[src/rtl/register_file.sv]
// 32 x 32-bit MIPS register file: two combinational read ports (rs, rt), one write port (rd) on every clock.
// Latency: reads are zero-cycle combinational; a write becomes visible after the rising edge that stores it.
// Backpressure: none; a write is taken every cycle, and the writeback stage steers rdIn to 0 when idle.
// Optional build macro: REGFILE_WRITE_BYPASS_EN forwards same-cycle write data to a matching read port.
module register_file #(
    parameter int DATA_WIDTH = 32,
    parameter int ADDR_WIDTH = 5,
    parameter int NUM_REGS   = 32  // must equal 2**ADDR_WIDTH so every address is in range
) (
    input  logic                  clock,
    input  logic                  reset,
    input  logic [0:ADDR_WIDTH-1] rsIn,
    input  logic [0:ADDR_WIDTH-1] rtIn,
    input  logic [0:ADDR_WIDTH-1] rdIn,
    output logic [0:DATA_WIDTH-1] rsOut,
    output logic [0:DATA_WIDTH-1] rtOut,
    input  logic [0:DATA_WIDTH-1] writeBackData
);

    // Storage keeps the MSB-first bit ordering of the ports so data passes through unchanged.
    logic [0:DATA_WIDTH-1] regs_q [NUM_REGS];
    logic [0:DATA_WIDTH-1] regs_d [NUM_REGS];

    logic rd_is_zero;
    assign rd_is_zero = (rdIn == '0);

    // Next-state: update the addressed register; register 0 is forced to zero so writes there are dropped.
    always_comb begin
        for (int i = 0; i < NUM_REGS; i++) begin
            regs_d[i] = regs_q[i];
        end
        if (!rd_is_zero) begin
            regs_d[rdIn] = writeBackData;
        end
        regs_d[0] = '0;
    end

    // Array state: asynchronous clear on reset, otherwise capture the next-state every rising edge.
    always_ff @(posedge clock or posedge reset) begin
        if (reset) begin
            for (int i = 0; i < NUM_REGS; i++) begin
                regs_q[i] <= '0;
            end
        end else begin
            for (int i = 0; i < NUM_REGS; i++) begin
                regs_q[i] <= regs_d[i];
            end
        end
    end

    // Read ports: address 0 and an active reset read zero; optional forwarding of the in-flight write.
    always_comb begin
        rsOut = regs_q[rsIn];
        rtOut = regs_q[rtIn];
`ifdef REGFILE_WRITE_BYPASS_EN
        // Forwarding closes the writeback-to-decode hazard; address 0 is never forwarded.
        if (!rd_is_zero && (rsIn == rdIn)) begin
            rsOut = writeBackData;
        end
        if (!rd_is_zero && (rtIn == rdIn)) begin
            rtOut = writeBackData;
        end
`endif
        if (reset || (rsIn == '0)) begin
            rsOut = '0;
        end
        if (reset || (rtIn == '0)) begin
            rtOut = '0;
        end
    end

endmodule

[config.mk]
export PLATFORM = sky130hd
export DESIGN_NAME = register_file
export DESIGN_NICKNAME = d
export VERILOG_FILES = /design/src/rtl/register_file.sv
export SDC_FILE = /design/constraint.sdc
export NUM_CORES = 2
export LEC_CHECK = 0
export BUFFER_PORTS_ARGS = -buffer_cell sky130_fd_sc_hd__buf_4
export CAP_MARGIN = 40
export CELL_PAD_IN_SITES_DETAIL_PLACEMENT = 1
export CELL_PAD_IN_SITES_GLOBAL_PLACEMENT = 1
export CORE_ASPECT_RATIO = 2
export CORE_MARGIN = 1
export CORE_UTILIZATION = 58
export CTS_BUF_LIST = sky130_fd_sc_hd__clkbuf_8 sky130_fd_sc_hd__clkbuf_16
export DETAILED_ROUTE_END_ITERATION = 12
export GPL_TIMING_DRIVEN = 1
export PLACE_DENSITY = 0.88
export SLEW_MARGIN = 20
export SYNTH_ARGS = -nofsm -noshare
export SYNTH_HDL_FRONTEND = slang
export SYNTH_SLANG_ARGS = --single-unit
[constraint.sdc]
create_clock -name clock -period 116.8 [get_ports clock]
set_input_delay 17.52 -clock clock [delete_from_list [all_inputs] [get_ports clock]]
set_output_delay 17.52 -clock clock [all_outputs]
set_load 0.1 [all_outputs]
* After elaboration in Yosys (flattened, before gate mapping)
Index checks and enable logic that the tools add are counted.
Operators by class: order comparisons 4, mux-type cells 11, bitwise operators 3, reduce and logical (&&, ||, !) cells 6
Operator list (number):
- $bwmux 1024 | 1
- $bmux 32 s5 | 2
- $mux 32 | 7
- $demux 32 s5 | 1
- $ge 6x6->1 const B | 3
- $not 5->6 | 3
- $logic_not 5->1 | 3
- $lt 6x1->1 const B | 1
- $logic_or 1x1->1 | 2
- $logic_and 1x1->1 | 1
Storage, ports and cells: register bits 992, bits of input ports 49, output and inout port bits 64, word-level logic and storage cells 55

* Depth between registers and ports, before layout
word-level depth 6, gate-level depth with buffers 9, gate-level depth less buffers 4

* Least setup slack after synthesis
No wires, ideal clock.
path kind input to output, start point input port reset, end point output port rtOut[22] (netlist bit), arrival time 50.938 ns, slack 48.342 ns, cell stages on the path 4, path buffers 1, cells stage by stage inv_1 clkbuf_1 nand4_1 a222oi_1
Between the ends: longest elaborated chain between the ends 2
RTL lines:
- start: declaration | RTL line 11 | input logic reset,
- $logic_or 1x1->1 | RTL line 67 | if (reset || (rtIn == '0)) begin
- $mux 32 | RTL line 67
- end: declaration | RTL line 16 | output logic [0:DATA_WIDTH-1] rtOut,
Every way passes these cells.

* Final worst setup path
start point input port rtIn[3] (netlist bit), end point output port rtOut[2] (netlist bit)
Between the ends: longest elaborated chain between the ends 5, elaborated cells between the ends (all ways) 7, classes of those cells 4 x mux; 1 x bitwise; 2 x reduce/logical
RTL lines:
- start: declaration | RTL line 13 | input logic [0:ADDR_WIDTH-1] rtIn,
- $not 5->6 (not written as such) | RTL line 54 | rtOut = regs_q[rtIn];
- $bmux 32 s5 | RTL line 54
- $mux 32 (not written as such) (2 in a row) | RTL line 54
- $mux 32 * | RTL line 67
Every way passes the cells marked *; elsewhere a longest branch is shown, timed or not. The select of a mux whose other input is x is not followed.

==> impl_metrics.json <==
{
  "synth-compound-area-share_pct": 5.29,
  "num_vias": 40900,
  "fillers": 7927,
  "synth_edf_count": 0,
  "clk_pin_slew_ps": 70,
  "worst_slew_pin_slew_ps": 1070,
  "grt_first_pass_wirelength_mm": 327,
  "endpoint_kind": "primary output",
  "die_h_um": 432,
  "synthXorXnorAreaFrac_pct": 0,
  "cellLeakagePower_nw": 24.9,
  "core_area_sq_um": 91700,
  "dp_hpwl_mm": 119,
  "seq_area_frac_synth_pct": 46.2,
  "start_util_pct": 58.6,
  "top_register": "regs_q",
  "final.min_clock_period_ps": 39480,
  "maxSlewHeadroom_pct": 28.5,
  "finalCritPeriodShare_pct": 33.8,
  "cts_max_path_buffers": 3,
  "gp_congestion": 0.853,
  "drt_iter0_markers": 5837,
  "rows": 157,
  "grt.overflow.total": 0,
  "yosys_warnings": 0,
  "worst_r2r_path_depth": 1,
  "synth_fa_ha_area_share_pct": 0,
  "totalPowerFinal_mw": 1.12,
  "worst_hold_path_type": "flip-flop to flip-flop",
  "synthArstFlopShare_pct": 100,
  "holdWs_ps": 536,
  "synthesis.nets": 3740,
  "timing.setup.tns_ps": 0,
  "fin_util_pct": 64.3,
  "crit_fanout": 52,
  "routedWlPerCell_um": 46.5,
  "clock_sinks": 992,
  "postCtsSetupBuffers": 0,
  "peakVddDrop_mv": 0.0147,
  "antenna_found_initial": 20,
  "io_pins": 113,
  "rsz0062_at_grt": "false",
  "finalSetupViolations": 0,
  "fp.dieArea_sq_um": 93900,
  "critPathLaunch": "rtIn[3]",
  "muxShareOfSynthArea_pct": 42.6,
  "maxSlewViolCount": 0,
  "num-nets-final": 3666,
  "syn_area_sq_um": 53700,
  "grt_util_all_layers_pct": 49.3,
  "timing.rr.start": "regs_q[330]",
  "rrSetupSlack_ps": 115820,
  "clk_latency_ps": 710,
  "largest_reg_flops": 992,
  "io_buffers": 112,
  "finClkSkew_ps": 0,
  "yosys_most_used_dff": "dfrtp_1",
  "r2r-end": "regs_q[330]",
  "drive_gt1_share_pct": 51.4,
  "fmax_mhz": 25.3,
  "drt_wl_total_mm": 227,
  "crit_arrival_ps": 21960,
  "synth_cell_types": 49,
  "drc_errors": 0,
  "dp_cells": 4709,
  "drt_pass1_iterations": 6,
  "outcome": "finished clean",
  "synth_cells": 3691,
  "cts_tree": "built",
  "area_growth_pct": 9.79,
  "cts_resized": 0,
  "hold_violations": 0,
  "reg.largest.list": "regs_q (992)",
  "route.antenna.remaining_nets": 0,
  "ys_seq_elements": 992,
  "grt_pass1_vias": 43800,
  "grt_max_degree": 181,
  "start_kind": "input pin",
  "critPathCapture": "rtOut[2]",
  "cap_violations": 0,
  "required_ps": 99280,
  "die_x_um": 217,
  "cts_root_buf": "clkbuf_16",
  "hold_buffers": 0,
  "cts-htree-levels": 3,
  "numCtsBuffers": 87,
  "path_class": "input pin to primary output",
  "powerDensity_nw_per_um2": 19.0,
  "syn_avg_cell_area_sq_um": 14.6,
  "fin_cells": 4890,
  "vias_per_cell": 8.36,
  "synth_top_family_by_area": "multiplexers",
  "synthSimpleGateAreaFrac_pct": 2.00
}
kinds of logic after synthesis:
logic type | after synthesis
flops | 992
mux | 1709
buf+inv | 425
compound gates | 357
simple gates | 208
critical path, stage by stage:
cell	delay (ps)
buf_8	410
buf_4	370
buf_4	710
buf_4	480
buf_16	360
mux4_2	280
nand2b_1	140
nand4_1	130
a222oi_1	890
buf_4	430
per-layer routing:
| metal | share of wire, % | GRT usage (%) | wire length, um | vias up |
|---|---|---|---|---|
| met4 | 11 | 44.9 | 24100 | 28 |
| met3 | 13 | 17.9 | 29200 | 1591 |
| met1 | 32 | 57.1 | 72500 | 21100 |
| met5 | 0.14 | 0.952 | 319 | - |
| li1 | - | - | - | 14100 |
| met2 | 45 | 71.0 | 101000 | 4071 |
cell usage after synthesis (2+ instances only):
cell type	count	share of area (%)
and3_1	4	0.047
a221oi_1	22	0.36
mux2_1	10	0.21
a2bb2oi_1	3	0.049
or3_1	4	0.047
nand2_1	75	0.52
buf_8	2	0.056
buf_12	2	0.075
dfrtp_1	992	46
nand3_1	5	0.047
nor3b_1	3	0.042
a32oi_1	45	0.73
o2111ai_1	11	0.18
a222oi_1	13	0.24
a31oi_1	20	0.23
o22ai_1	15	0.17
a2111oi_1	10	0.19
a21oi_1	38	0.35
mux2i_1	249	4.6
a2111oi_2	9	0.25
nor2b_1	14	0.16
and2_1	3	0.035
nor2_1	18	0.13
o32ai_1	15	0.24
a22oi_1	70	0.98
nand2b_1	53	0.62
mux4_2	354	15
nor3_1	6	0.056
nor4_1	4	0.047
a211o_1	4	0.065
buf_1	49	0.34
inv_1	21	0.15
nand4_1	13	0.15
buf_4	36	0.50
nand3b_1	3	0.042
a221o_1	44	0.82
mux2_2	1096	23
clkbuf_1	187	1.3
buf_2	105	0.98
buf_6	22	0.46
o21ai_0	34	0.32
through the flow:
step / setup slack [ps] / instance area (sq um)
after global placement: 76930 / 55000
after floorplan: 48340 / 53700
final: 77320 / 59000
after CTS: 77650 / 58800
after global routing: 77470 / 59000
after detailed placement: 77690 / 55800
worst min-delay path by stage:
stage,from,to,cells after the start,slack (ps)
floorplan,regs_q[612],regs_q[612],1,480
finish,regs_q[715],regs_q[715],1,540
global placement,regs_q[619],regs_q[619],1,500
global route,regs_q[415],regs_q[415],1,540
CTS,regs_q[191],regs_q[191],1,530
detailed placement,regs_q[619],regs_q[619],1,510
cell usage in the layout (no fill, tap or decap), types with 6 or more instances in the layout:
| master | netlist | routed |
|---|---|---|
| mux2_2 | 1096 | 1096 |
| dfrtp_1 | 992 | 992 |
| mux4_2 | 354 | 354 |
| mux2i_1 | 249 | 249 |
| buf_4 | 36 | 185 |
| clkbuf_16 | 0 | 92 |
| a22oi_1 | 70 | 70 |
| nand2_1 | 75 | 63 |
| nand2b_1 | 53 | 53 |
| a32oi_1 | 45 | 45 |
| a221o_1 | 44 | 44 |
| a21oi_1 | 38 | 38 |
| inv_1 | 21 | 37 |
| o21ai_0 | 34 | 34 |
| buf_16 | 0 | 23 |
| a221oi_1 | 22 | 22 |
| a31oi_1 | 20 | 20 |
| clkinv_2 | 0 | 19 |
| clkbuf_8 | 0 | 17 |
| o22ai_1 | 15 | 15 |
| o32ai_1 | 15 | 15 |
| buf_12 | 2 | 15 |
| diode_2 | 0 | 13 |
| nor2_4 | 0 | 13 |
| nand4_1 | 13 | 13 |
| a222oi_1 | 13 | 13 |
| o2111ai_1 | 11 | 11 |
| nand2_2 | 0 | 10 |
| mux2_1 | 10 | 10 |
| a2111oi_2 | 9 | 10 |
| nor2b_4 | 1 | 9 |
| a2111oi_1 | 10 | 9 |
| bufinv_16 | 0 | 8 |
| buf_8 | 2 | 6 |
cell type report:
type / count / area (sq um) / share of cell area [%]
Multi-Input combinational cell: 2274 / 27100 / 45.9
Sequential cell: 992 / 24800 / 42.1
Clock buffer: 108 / 2520 / 4.28
Timing Repair Buffer: 240 / 2490 / 4.22
Tap cell: 1192 / 1490 / 2.53
Clock inverter: 49 / 445 / 0.755
Inverter: 22 / 91.3 / 0.155
Antenna cell: 13 / 32.5 / 0.0551
report_power, final:
group	switching [mW]	total, mW	internal [mW]
Clock	0.146	0.316	0.171
Combinational	0.146	0.294	0.148
Sequential	0.0867	0.510	0.424
Total	0.379	1.12	0.742
Note: power is estimated with default switching activity, not from simulation.
